===== src/rtl/pcap_replay_pkg.sv =====
// Shared types for the pcap replay sequencer: FSM state encoding and credit-counter width helper.
package pcap_replay_pkg;

   typedef enum logic [1:0] {
      IDLE  = 2'd0,
      ISSUE = 2'd1,
      DRAIN = 2'd2,
      DONE  = 2'd3
   } state_t;

   // Counter must be able to hold the full credit value NUM_CREDITS itself.
   function automatic int credit_width(input int num_credits);
      return $clog2(num_credits + 1);
   endfunction

endpackage


===== src/rtl/pcap_replay_credit_ctr.sv =====
// Credit counter for the downstream burst buffer: debits on request handshake, credits on
// burst_consumed, saturates at full and raises a sticky error on an unexpected return.
module pcap_replay_credit_ctr
   import pcap_replay_pkg::*;
#(
   parameter int NUM_CREDITS = 16,
   parameter int CW          = credit_width(NUM_CREDITS)
) (
   input  logic          clk,
   input  logic          rst,
   input  logic          sw_rst,
   input  logic          take,
   input  logic          give,
   output logic [CW-1:0] credits,
   output logic          full,
   output logic          credit_err
);

   localparam logic [CW-1:0] FULL_C = CW'(NUM_CREDITS);
   localparam logic [CW-1:0] ONE_C  = CW'(1);

   assign full = (credits == FULL_C);

   // A simultaneous take and give cancel out, so only the lone cases move the count.
   always_ff @(posedge clk or posedge rst) begin
      if (rst) begin
         credits    <= FULL_C;
         credit_err <= 1'b0;
      end else if (sw_rst) begin
         credits    <= FULL_C;
         credit_err <= 1'b0;
      end else if (take && !give) begin
         credits <= credits - ONE_C;
      end else if (give && !take) begin
         if (full) begin
            credit_err <= 1'b1;
         end else begin
            credits <= credits + ONE_C;
         end
      end
   end

endmodule


===== src/rtl/pcap_replay_seq.sv =====
// PCAP replay sequencer: walks QDR burst addresses 0..mem_addr_high for a number of passes under
// credit flow control. Optional issued_bursts counter enabled by PCAP_REPLAY_SEQ_STATS_EN.
module pcap_replay_seq
   import pcap_replay_pkg::*;
#(
   parameter int QDR_ADDR_WIDTH     = 19,
   parameter int REPLAY_COUNT_WIDTH = 32,
   parameter int NUM_CREDITS        = 16
) (
   input  logic                          axi_aclk,
   input  logic                          axi_areset,
   input  logic                          sw_rst,
   input  logic                          start_replay,
   input  logic [QDR_ADDR_WIDTH-1:0]     mem_addr_high,
   input  logic [REPLAY_COUNT_WIDTH-1:0] replay_count,
   output logic                          rd_req_valid,
   input  logic                          rd_req_ready,
   output logic [QDR_ADDR_WIDTH-1:0]     rd_req_addr,
   output logic                          rd_req_last,
   input  logic                          burst_consumed,
   output logic                          busy,
   output logic                          done,
   output logic [REPLAY_COUNT_WIDTH-1:0] pass_cnt,
`ifdef PCAP_REPLAY_SEQ_STATS_EN
   output logic [31:0]                   issued_bursts,
`endif
   output logic                          credit_err
);

   localparam int CW = credit_width(NUM_CREDITS);
   localparam logic [QDR_ADDR_WIDTH-1:0]     ADDR_ONE = QDR_ADDR_WIDTH'(1);
   localparam logic [REPLAY_COUNT_WIDTH-1:0] PASS_ONE = REPLAY_COUNT_WIDTH'(1);

   state_t                          state;
   state_t                          state_nx;
   logic [QDR_ADDR_WIDTH-1:0]       addr;
   logic [QDR_ADDR_WIDTH-1:0]       high_lat;
   logic [REPLAY_COUNT_WIDTH-1:0]   count_lat;
   logic                            start_d;
   logic [CW-1:0]                   credits;
   logic                            credits_full;
   logic                            rise;
   logic                            hs;
   logic                            wrap;
   logic                            final_pass;

   assign rise         = start_replay & ~start_d;
   assign rd_req_valid = (state == ISSUE) && (credits != '0);
   assign hs           = rd_req_valid & rd_req_ready;
   assign wrap         = (addr == high_lat);
   assign rd_req_addr  = addr;
   assign rd_req_last  = rd_req_valid & wrap;
   assign final_pass   = hs && wrap && (count_lat != '0) && ((pass_cnt + PASS_ONE) == count_lat);
   assign busy         = (state == ISSUE) || (state == DRAIN);
   assign done         = (state == DONE);

   pcap_replay_credit_ctr #(
      .NUM_CREDITS (NUM_CREDITS),
      .CW          (CW)
   ) u_credit (
      .clk        (axi_aclk),
      .rst        (axi_areset),
      .sw_rst     (sw_rst),
      .take       (hs),
      .give       (burst_consumed),
      .credits    (credits),
      .full       (credits_full),
      .credit_err (credit_err)
   );

   // A stop with a request on the bus waits for its handshake so valid never retracts.
   always_comb begin
      state_nx = state;
      unique case (state)
         IDLE:  if (rise) state_nx = ISSUE;
         ISSUE: begin
            if (final_pass) begin
               state_nx = DRAIN;
            end else if (!start_replay && (hs || !rd_req_valid)) begin
               state_nx = DRAIN;
            end
         end
         DRAIN: if (credits_full) state_nx = DONE;
         DONE:  state_nx = IDLE;
         default: state_nx = IDLE;
      endcase
   end

   // start_d comes out of hard reset high so a level held through reset is not taken as an edge.
   always_ff @(posedge axi_aclk or posedge axi_areset) begin
      if (axi_areset) begin
         state     <= IDLE;
         addr      <= '0;
         pass_cnt  <= '0;
         high_lat  <= '0;
         count_lat <= '0;
         start_d   <= 1'b1;
      end else if (sw_rst) begin
         state     <= IDLE;
         addr      <= '0;
         pass_cnt  <= '0;
         high_lat  <= '0;
         count_lat <= '0;
         start_d   <= start_replay;
      end else begin
         state   <= state_nx;
         start_d <= start_replay;
         if ((state == IDLE) && rise) begin
            high_lat  <= mem_addr_high;
            count_lat <= replay_count;
            addr      <= '0;
            pass_cnt  <= '0;
         end else if (hs) begin
            if (wrap) begin
               addr     <= '0;
               pass_cnt <= pass_cnt + PASS_ONE;
            end else begin
               addr <= addr + ADDR_ONE;
            end
         end
      end
   end

`ifdef PCAP_REPLAY_SEQ_STATS_EN
   always_ff @(posedge axi_aclk or posedge axi_areset) begin
      if (axi_areset) begin
         issued_bursts <= '0;
      end else if (sw_rst) begin
         issued_bursts <= '0;
      end else if (hs) begin
         issued_bursts <= issued_bursts + 32'd1;
      end
   end
`endif

endmodule


===== config.mk =====
export PLATFORM = sky130hd
export DESIGN_NAME = pcap_replay_seq
export DESIGN_NICKNAME = d
export VERILOG_FILES = /design/src/rtl/pcap_replay_pkg.sv /design/src/rtl/pcap_replay_credit_ctr.sv /design/src/rtl/pcap_replay_seq.sv
export SDC_FILE = /design/constraint.sdc
export NUM_CORES = 1
export LEC_CHECK = 0
export BUFFER_PORTS_ARGS = -buffer_cell sky130_fd_sc_hd__buf_2
export CAP_MARGIN = 10
export CORE_UTILIZATION = 50
export CTS_BUF_LIST = sky130_fd_sc_hd__clkbuf_4 sky130_fd_sc_hd__clkbuf_8 sky130_fd_sc_hd__clkbuf_16
export DETAILED_ROUTE_END_ITERATION = 16
export PLACE_DENSITY = 0.73
export SYNTH_ARGS = -nofsm -noshare
export SYNTH_HDL_FRONTEND = slang
export SYNTH_SLANG_ARGS = --single-unit

===== constraint.sdc =====
create_clock -name axi_aclk -period 4.1 [get_ports axi_aclk]
set_input_delay 0.41 -clock axi_aclk [delete_from_list [all_inputs] [get_ports axi_aclk]]
set_output_delay 0.41 -clock axi_aclk [all_outputs]
set_load 0.03 [all_outputs]

Word-level counts from Yosys, hierarchy flattened. Cells that the tools add are included.

Register bits after elaboration: 111. Bits of input ports: 57. Output and inout port bits: 56. Logic and storage cells: 80.

$add $sub $neg: 4. Eq/ne operators: 11. Mux-type cells: 26. Bitwise logic cells: 4. Reductions and logical operators: 27.

Operators by type and width (count): $mux W32 (6); $mux W19 (6); $add A32 B1 Y32 const B (1); $eq A32 B32 Y1 (1); $reduce_bool A32 Y1 (1); $mux W5 (4); $add A19 B1 Y19 const B (1); $eq A19 B19 Y1 (1); $mux W2 (5); $reduce_bool A3 Y1 (3); $logic_and A1 B1 Y1 (8); $pmux W2 S4 (1); $ne A3 B3 Y1 const B (2); $reduce_and A3 Y1 (2); $reduce_bool A2 Y1 (3); $add A5 B1 Y5 const B (1); $eq A5 B5 Y1 const B (1); $reduce_bool A5 Y1 (1); $sub A5 B1 Y5 const B (1); $eq A2 B2 Y1 const B (2); $logic_not A1 Y1 (4); $mux W1 (4); $ne A4 B3 Y1 const B (1); $reduce_and A2 Y1 (2); other kinds (7) (10).

Logic depth before layout (Yosys ltp). Gate-level depths: netlist of run 1.

Word-level depth: 9. Depth in mapped cells: 12. Gate-level depth less buffers: 11.

Cells and area by module. A second synthesis of run 1 with hierarchy kept.

Cell total of the unflattened synthesis: 639. Area, all modules: 6329.8 µm².

Modules (own cells, without submodules): pcap_replay_seq (instances 1, cells an instance 588, area each 5839.4 µm²); pcap_replay_credit_ctr (instances 1, cells an instance 51, area each 490.5 µm²).

Worst setup path before layout of run 1. Ideal clock, no wire load.

Path type: register -> register. Start: register pass_cnt[0]. End: register state[0]. Setup time: 0.125 ns. Arrival: 2.977 ns. Path slack: 0.999 ns. Cell stages (with the launch flop): 11. Buffers on the path: 1. Cell sequence: dfrtp_1 > ha_1 > nand4_1 > or4_4 > buf_6 > nor4_1 > xnor2_1 > nand3_1 > a2111oi_2 > a41oi_2 > mux2_4.

Cells in the longest elaborated chain, start to end: 6. Elaborated cells between the ends (all ways): 8.

RTL lines: start, declared (RTL line pcap_replay_seq.sv:23) `output logic [REPLAY_COUNT_WIDTH-1:0] pass_cnt,`; start signal, assigned (RTL line pcap_replay_seq.sv:116) `pass_cnt <= pass_cnt + PASS_ONE;`; $add A32 B1 Y32 * (RTL line pcap_replay_seq.sv:53) `assign final_pass = hs && wrap && (count_lat != '0) && ((pass_cnt + PASS_ONE) == count_lat);`; $eq A32 B32 Y1 * (RTL line pcap_replay_seq.sv:53); $logic_and A1 B1 Y1 * (RTL line pcap_replay_seq.sv:53); $mux W2 (RTL line pcap_replay_seq.sv:77) `if (final_pass) begin`; $pmux W2 S4 (RTL line pcap_replay_seq.sv:74) `unique case (state)`; $mux W2 (RTL line pcap_replay_seq.sv:98) `end else if (sw_rst) begin`; end signal, assigned (RTL line pcap_replay_seq.sv:106) `state <= state_nx;`; end, declared (RTL line pcap_replay_seq.sv:34) `state_t state;`.

Every way passes the cells marked *; elsewhere a longest branch is shown, timed or not. A chain may end at the register's enable or synchronous reset.

Final worst setup path of run 1. Same ends and word-level chain as after synthesis.

==> results of run 1 <==
## sequential cells by signal, indices dropped and copies added, names as in the netlist
register,count
u_credit.credit_err,1
count_lat,32
state,2
rd_req_addr,19
start_d,1
u_credit.credits,5
pass_cnt,32
high_lat,19
## critical path, cell delays in order, from the launching register on
cell and delay [ps]:
dfrtp_1 460, ha_1 300, nand4_1 280, or4_4 650, nor3_1 240, xnor2_1 180, nand3_1 90, nor4_1 420
a41oi_2 230, mux2_4 330
## final cells by class
cell class / instances / area share [%]
sequential: 111 / 38.5
timing repair buffer: 117 / 8.28
clock buffer: 9 / 3.12
multi-input combinational: 478 / 44.7
clock inverter: 6 / 1.30
inverter: 22 / 1.18
tap: 168 / 2.91
## Yosys cell counts (2+ instances only)
cell      instances  area share, %
ha_1              9            1.8
buf_4             3           0.36
inv_1            22            1.3
xor2_1           50            7.0
dfrtp_1         109             44
nand4_1          16            1.6
a21oi_1          21            1.7
and3_1            9           0.90
nand2_1          39            2.3
nand3b_1          4           0.48
nor3b_1           2           0.24
a31oi_1           5           0.50
o21a_1            3           0.36
nor4_1           24            2.4
and4_1           10            1.4
buf_2             5           0.40
a211oi_1          4           0.48
o211ai_1          3           0.36
xnor2_1          52            7.3
or4_1             4           0.48
mux2i_1           5           0.80
nor2b_1           2           0.20
clkbuf_1         27            1.6
a22o_1           50            7.0
or2_2             3           0.30
nor3_1           25            2.0
and2_1            5           0.50
or3_1             9           0.90
nand3_1          24            1.9
nor2_1           58            3.5
dfstp_2           2           0.84
a21o_1            2           0.24
o21ai_0          21            1.7
o31ai_1           2           0.24
## worst paths after layout
check	startpoint	to	cells past startpoint
min reg2reg	high_lat[3]$_DFFE_PP0P_	high_lat[3]$_DFFE_PP0P_	1
min in group asynchronous	axi_areset	u_credit.credits[0]$_DFFE_PP0P_	2
max in group asynchronous	axi_areset	high_lat[17]$_DFFE_PP0P_	3
max reg2reg	pass_cnt[0]$_DFFE_PP0P_	state[0]$_DFFE_PP0P_	9
max	pass_cnt[0]$_DFFE_PP0P_	state[0]$_DFFE_PP0P_	9
min	start_replay	start_d$_DFF_PP1_	1
## power by group through the flow
| stage | Sequential, mW | Combinational [mW] | Clock, mW |
|---|---|---|---|
| 3_3_place_gp | 1.28 | 0.665 | 0 |
| 6_report | 1.27 | 0.686 | 0.961 |
| 4_1_cts | 1.27 | 0.686 | 0.973 |
| 5_1_grt | 1.28 | 0.754 | 1.01 |
| 3_5_place_dp | 1.29 | 0.681 | 0 |
| 2_1_floorplan | 1.27 | 0.477 | 0 |
## routing by layer
metal	up-vias	wire, microns	global-route usage (%)
met1	2643	7590	38.8
met3	19	848	3.72
met4	0	303	9.21
li1	2507	-	-
met5	-	0	0
met2	178	7960	43.2
## cells by family (layout without fill, tap and decap cells)
group | Yosys count | count (layout) | synth area share, %
simple gates | 240 | 240 | 20.1
compound gates | 120 | 120 | 14.0
flops | 111 | 111 | 44.5
xor+xnor | 102 | 102 | 14.3
buf+inv | 59 | 154 | 3.97
fa+ha+maj | 10 | 10 | 2.12
mux | 6 | 6 | 1.04
==> flow_metrics.tcl, run 1 <==
set metrics [dict create \
    status "complete, no violations" \
    final_area_sq_um 7220 \
    die_w_microns 114 \
    r2r_setup_slack_ps 810 \
    grt_max_degree 86 \
    area_delta_synth_final_pct 15.6 \
    grtUsageTotal_pct 27.3 \
    ys_ff_latch 111 \
    power_density_nw_per_um2 404 \
    drtIter0Drc 378 \
    hold_path_class "in -> reg" \
    antenna_cells 0 \
    fillers 1075 \
    finalPower_mw 2.91 \
    clkTransAtPathRegs_ps 70 \
    cp.arrival_ps 3540 \
    num-nets-final 806 \
    grt_pass1_vias 5126 \
    vias_per_cell 5.87 \
    combinationalPowerShare_pct 23.5 \
    cts_resized 0 \
    required_ps 4350 \
    clockRootBuffer "clkbuf_16" \
    initial_core_util_pct 51.6 \
    portBuffers 112 \
    clock_path_buffers 2 \
    cts_tree "yes" \
    dr.pass1.iters 5 \
    synth_nets 715 \
    multi_input_area_sq_um 3230 \
    cts_setup_buffers 0 \
    drc 0 \
    whs_ps 175 \
    setup_viol 0 \
    min_period_ps 3290 \
    min_period_over_period_pct 80.2 \
    htreeDepth 3 \
    cts_hold_buf 0 \
    cts_buffers 9 \
    placedInstanceArea_sq_um 6900 \
    cp-end-kind "register" \
    critPathLaunchType "register" \
    crit_fanout 9 \
    final_cell_mix "112 x buf_2, 109 x dfrtp_1, 57 x nor2_1, 52 x xnor2_1" \
    p_clk_share_pct 33.0 \
    grt_setup_unrepaired "false" \
    insertion_delay_ps 360 \
    gp_congestion 0.925 \
    total_leakage_power_nw 3.45 \
    grt_pass1_wl_microns 27300 \
    maxSlewHeadroom_pct 20.3 \
    p_switching_uw 944 \
    netlist_instances 648 \
    cts.sinks 111 \
    fin_setup_tns_ps 0 \
    setup_ws_ps 810 \
    ys.flop_type "dfrtp_1" \
    dp_cells 896 \
    finalHoldViolations 0 \
    ys_types 53 \
    dp_slack_ps 828 \
    synth_edf_count 0 \
    drv_cap 0 \
    p_int_mw 1.97 \
    die-area_sq_um 12900 \
    worst_pin_slew_ps 1190 \
    regArea_sq_um 2780 \
    vias 5347 \
    peakVddDrop_mv 0.332 \
    seq_area_frac_synth_pct 44.5 \
    gr-total-overflow 0 \
    hpwl_microns 12100 \
    syn-cell-area_sq_um 6250 \
    clock.fmax_mhz 304 \
    drive_gt1_share_pct 19.9 \
    seq_power_share_pct 43.5 \
    antenna_found_initial 0 \
    final_max_slew_viol_count 0 \
    core_area_sq_um 12100 \
    worst-setup-path-type "reg -> reg" \
    final_common_cell "buf_2" \
    switching_share_pct 32.4 \
    rows 40 \
    drt_wl_total_microns 16700 \
    yosys_warnings 0 \
    die_h_microns 114 \
    wl_per_cell_microns 18.3 \
    ioPinCount 113 \
    antenna_left 0 \
    async_reset_ff_share_pct 100 \
    stdcell_count 911 \
    finish.utilization_pct 59.6 \
    avgSynthCellArea_sq_um 9.64 \
    finClkSkew_ps 12.2 \
]
Power figures use the tool's default switching activity.
==> run 2: changes to the inputs <==
- PLACE_DENSITY: 0.73 -> 0.76
- clock period: 4.1 -> 2.9 ns (I/O delays scaled with it)
==> run 2 against run 1 <==
- sequential power increased by 41%
- total power increased by 45%
- clock power increased by 42%
- die area unchanged
- via count increased by 3.3%
- first-iteration DRC count increased by 6.3%
- setup slack got worse by 680 ps
- critical path depth unchanged
- sequential share of layout area decreased by 1.8 points
- register-to-register slack got worse by 680 ps
- critical path type unchanged
- largest cell class unchanged
- highest routed layer unchanged
==> flow_metrics.tcl, run 2 (synthesis gave the netlist of run 1 again) <==
set metrics [dict create \
    core_area_sq_um 12100 \
    finalHoldViolations 0 \
    area_delta_synth_final_pct 21.6 \
    whs_path_depth 1 \
    worstSetupStartpoint "pass_cnt[0]$_DFFE_PP0P_" \
    power_density_nw_per_um2 557 \
    min_from "start_replay" \
    fin_setup_tns_ps 0 \
    wl_per_cell_microns 17.9 \
    htreeDepth 3 \
    critPathLaunchType "register" \
    peakVddDrop_mv 0.345 \
    clkTransAtPathRegs_ps 70 \
    grt_max_degree 112 \
    portBuffers 112 \
    cp-end-kind "register" \
    combinationalPowerShare_pct 25.3 \
    grtUsageTotal_pct 27.8 \
    vias_per_cell 5.82 \
    initial_core_util_pct 51.6 \
    grt_setup_unrepaired "true" \
    r2r_end "state[0]$_DFFE_PP0P_" \
    gp_congestion 0.963 \
    drtIter0Drc 402 \
    die_h_microns 114 \
    gr-total-overflow 0 \
    status "complete, no violations" \
    final_max_slew_viol_count 0 \
    p_clk_share_pct 32.3 \
    maxSlewHeadroom_pct 53.8 \
    max_stage_delay_ps 510 \
    min_period_ps 2770 \
    reg_top3 "count_lat x32, pass_cnt x32" \
    drv_cap 0 \
    r2r-start "pass_cnt[0]$_DFFE_PP0P_" \
    crit_fanout 8 \
    die_w_microns 114 \
    worst_pin_slew_ps 692 \
    cts_tree "yes" \
    required_ps 3140 \
    placedInstanceArea_sq_um 7190 \
    antenna_cells 0 \
    final_common_cell "buf_2" \
    p_switching_mw 1.35 \
    final_area_sq_um 7590 \
    dp_cells 928 \
    min_period_over_period_pct 95.5 \
    grt_pass1_wl_microns 27900 \
    cts_hold_buf 0 \
    vias 5524 \
    switching_share_pct 32.0 \
    antenna_found_initial 0 \
    total_leakage_power_nw 3.64 \
    hold_path_class "in -> reg" \
    rows 40 \
    crit_slowest_cell "or4_4" \
    path_cells "ha_4 > nand4_1 > or4_4 > o21a_1 > o21ai_1 > o311ai_1 > a2111oi_2 > a41oi_2 > mux2_4" \
    setup_viol 0 \
    ioPinCount 113 \
    finalPower_mw 4.23 \
    cp.arrival_ps 3010 \
    cts.sinks 111 \
    whs_ps 53.8 \
    insertion_delay_ps 360 \
    worstRegToRegCells 9 \
    clockRootBuffer "clkbuf_16" \
    finClkSkew_ps 9.78 \
    dp_slack_ps 52.2 \
    drt_wl_total_microns 17000 \
    worst-setup-path-type "reg -> reg" \
    p_int_mw 2.87 \
    finish.utilization_pct 62.7 \
    grt_pass1_vias 5502 \
    stdcell_count 949 \
    hpwl_microns 12300 \
    r2r_setup_slack_ps 130 \
    setup_ws_ps 131 \
    cts_buffers 9 \
    num-nets-final 843 \
    min_to "start_d$_DFF_PP1_" \
    final_cell_mix "112 x buf_2, 101 x dfrtp_1, 57 x nor2_1, 52 x xnor2_1" \
    antenna_left 0 \
    cp_top_family "compound AO/OA/AOI/OAI gates" \
    dr.pass1.iters 6 \
    clock.fmax_mhz 361 \
    die-area_sq_um 12900 \
    crit_buf_inv 0 \
    drc 0 \
    seq_power_share_pct 42.4 \
    drive_gt1_share_pct 26.0 \
    clock_path_buffers 2 \
]
==> run 2: cell types whose count changed in the layout (fill, tap and decap cells not counted), sizes merged <==
cell | before | now
buf | 117 | 154
clkinv | 1 | 2
inv | 24 | 22
clkbuf | 9 | 10
clkinvlp | 1 | 2
==> run 2: worst max path at each step <==
stage                                    end  cells past startpoint
CTS                 pass_cnt[30]$_DFFE_PP0P_                      8
floorplan               state[0]$_DFFE_PP0P_                     10
detailed placement      state[0]$_DFFE_PP0P_                      9
global route            state[0]$_DFFE_PP0P_                      9
global placement        state[0]$_DFFE_PP0P_                      8
finish                  state[0]$_DFFE_PP0P_                      9
==> run 2: layout make-up <==
cell class,count,area [sq um]
Clock buffer,10,233
Multi-Input combinational cell,478,3280
Clock inverter,6,93.8
Sequential cell,111,2790
Fill cell,1016,4520
Timing Repair Buffer,154,901
Tap cell,168,210
Inverter,22,86.3
==> run 2: timing repair <==
| item | CTS | global route |
|---|---|---|
| buffers inserted | 0 | 5 |
| endpoints found under the setup margin | 0 | 22 |
| resized for setup | 0 | 13 |
==> run 2: power by group through the flow <==
stage,Clock (mW),Sequential (mW),Combinational [mW]
finish,1.36,1.79,1.07
global route,1.43,1.81,1.18
CTS,1.38,1.79,1.02
detailed placement,0,1.82,1.01
global placement,0,1.81,0.983
floorplan,0,1.80,0.676
==> run 2: per-layer routing <==
layer / track usage [%] / part of all wire, % / vias to the layer above
met2: 46.7 / 49 / 214
met5: 0 / 0 / -
met1: 36.4 / 44 / 2700
met4: 11.1 / 2.1 / 0
met3: 3.61 / 5.0 / 29
li1: - / - / 2581
==> run 3: changes to the inputs <==
- PLACE_DENSITY: 0.76 -> 0.79
- REMOVE_ABC_BUFFERS: not set -> 1
==> run 3 against run 2 <==
- combinational power about the same
- setup slack worse by 7.3 ps
- clock power down 13%
- register-to-register slack about the same
- critical path depth unchanged
==> flow_metrics.tcl, run 3 (synthesis gave the netlist of run 1 again) <==
set metrics [dict create \
    r2r-start "pass_cnt[1]$_DFFE_PP0P_" \
    setup_viol 0 \
    vias 5641 \
    gr-total-overflow 0 \
    finClkSkew_ps 10.5 \
    critPathLaunchType "register" \
    insertion_delay_ps 360 \
    final_common_cell "buf_2" \
    rows 40 \
    grt_max_degree 72 \
    drive_gt1_share_pct 25.8 \
    hold_path_class "in -> reg" \
    cts.sinks 111 \
    fillers 1047 \
    worst-setup-path-type "reg -> reg" \
    critPathCapture "state[0]$_DFFE_PP0P_" \
    area_delta_synth_final_pct 22.1 \
    drc 0 \
    initial_core_util_pct 51.6 \
    hpwl_microns 13000 \
    combinationalPowerShare_pct 25.9 \
    clkTransAtPathRegs_ps 70 \
    die_w_microns 114 \
    p_int_mw 2.69 \
    r2r_setup_slack_ps 120 \
    clock.fmax_mhz 360 \
    finalHoldViolations 0 \
    die-area_sq_um 12900 \
    switching_share_pct 33.0 \
    dp_cells 945 \
    vias_per_cell 5.86 \
    worst_pin_slew_ps 807 \
    drv_cap 0 \
    cp_top_family "compound AO/OA/AOI/OAI gates" \
    crit_buf_inv 0 \
    final_cell_mix "112 x buf_2, 109 x dfrtp_1, 56 x nor2_1, 52 x xnor2_1, 52 x buf_4" \
    ioPinCount 113 \
    grt_pass1_vias 5636 \
    total_leakage_power_nw 3.72 \
    stdcell_count 963 \
    finalPower_mw 4.02 \
    clock_path_buffers 2 \
    fin_setup_tns_ps 0 \
    grt_setup_unrepaired "false" \
    cp.arrival_ps 3030 \
    crit_fanout 9 \
    cp_num_cells 9 \
    required_ps 3150 \
    min_period_ps 2780 \
    min_period_over_period_pct 95.7 \
    min_from "start_replay" \
    grtUsageTotal_pct 28.3 \
    crit_slowest_cell "or4_4" \
    antenna_left 0 \
    setup_ws_ps 123 \
    core_area_sq_um 12100 \
    worstRegToRegCells 9 \
    seq_power_share_pct 44.5 \
    reg_top3 "count_lat x32, pass_cnt x32" \
    worstSetupStartpoint "pass_cnt[1]$_DFFE_PP0P_" \
    max_stage_delay_ps 570 \
    placedInstanceArea_sq_um 7290 \
    antenna_found_initial 0 \
    maxSlewHeadroom_pct 46.1 \
    cts_tree "yes" \
    cp-end-kind "register" \
    htreeDepth 3 \
    drtIter0Drc 351 \
    dp_slack_ps 63.4 \
    path_cells "ha_1 > nand4_1 > or4_4 > o21a_1 > o21ai_1 > o311ai_1 > a2111oi_4 > a41oi_2 > mux2_4" \
    p_clk_share_pct 29.7 \
    clockRootBuffer "clkbuf_16" \
    r2r_end "state[0]$_DFFE_PP0P_" \
    portBuffers 112 \
    grt_pass1_wl_microns 28400 \
    peakVddDrop_mv 0.414 \
    final_max_slew_viol_count 0 \
    num-nets-final 856 \
    dr.pass1.iters 6 \
    cts_buffers 9 \
    drt_wl_total_microns 17300 \
    cts_setup_buffers 0 \
    final_area_sq_um 7630 \
    wl_per_cell_microns 17.9 \
    power_density_nw_per_um2 527 \
    p_switching_mw 1.33 \
    die_h_microns 114 \
    gp_congestion 0.974 \
    status "complete, no violations" \
]
-- run 3: what timing repair did --
item	4_1_cts	5_1_grt
hold endpoints to repair	34	0
hold buffers	1	0
setup endpoints to repair	0	2
resized for setup	0	8
-- run 3: worst min path at each step --
stage                                       to  slack [ps]  depth (start not counted)
5_1_grt                      start_d$_DFF_PP1_          30                          1
3_3_place_gp   u_credit.credits[3]$_DFFE_PP0P_         360                          2
6_report                     start_d$_DFF_PP1_          40                          1
3_5_place_dp   u_credit.credits[3]$_DFFE_PP0P_         380                          2
4_1_cts                      start_d$_DFF_PP1_          40                          1
2_1_floorplan                start_d$_DFF_PP1_         290                          0
-- run 3: cell type report --
| type | count | area, sq um | share of cell area [%] |
|---|---|---|---|
| diodes | 1 | 2.50 | 0.0328 |
| flip-flops and latches | 111 | 2780 | 36.4 |
| clock buffers | 11 | 246 | 3.23 |
| inverters | 22 | 85.1 | 1.12 |
| multi-input cells | 478 | 3270 | 42.9 |
| repair buffers | 167 | 1000 | 13.1 |
| well taps | 168 | 210 | 2.76 |
| clock inverters | 5 | 32.5 | 0.426 |
-- run 3: power groups by stage --
stage | clock network, mW | registers (mW) | logic, mW
floorplan | 0 | 1.80 | 0.656
global placement | 0 | 1.80 | 0.973
detailed placement | 0 | 1.81 | 1.01
CTS | 1.21 | 1.78 | 1.02
global route | 1.27 | 1.80 | 1.14
finish | 1.19 | 1.79 | 1.04
-- run 3: through the flow --
stage	utilization (%)	hold WS [ps]
3_5_place_dp	60.2	378
6_report	63.0	44.5
5_1_grt	63.0	30.9
3_3_place_gp	60.2	359
4_1_cts	62.6	35.3
2_1_floorplan	-	294
-- run 3: metal layers --
| metal | share of wire, % | up-vias | global-route usage [%] | wire [microns] |
|---|---|---|---|---|
| met3 | 6.9 | 23 | 7.01 | 1200 |
| met4 | 1.8 | 0 | 9.47 | 305 |
| met1 | 43 | 2780 | 36.7 | 7450 |
| li1 | - | 2598 | - | - |
| met2 | 48 | 240 | 46.4 | 8310 |
| met5 | 0 | - | 0 | 0 |
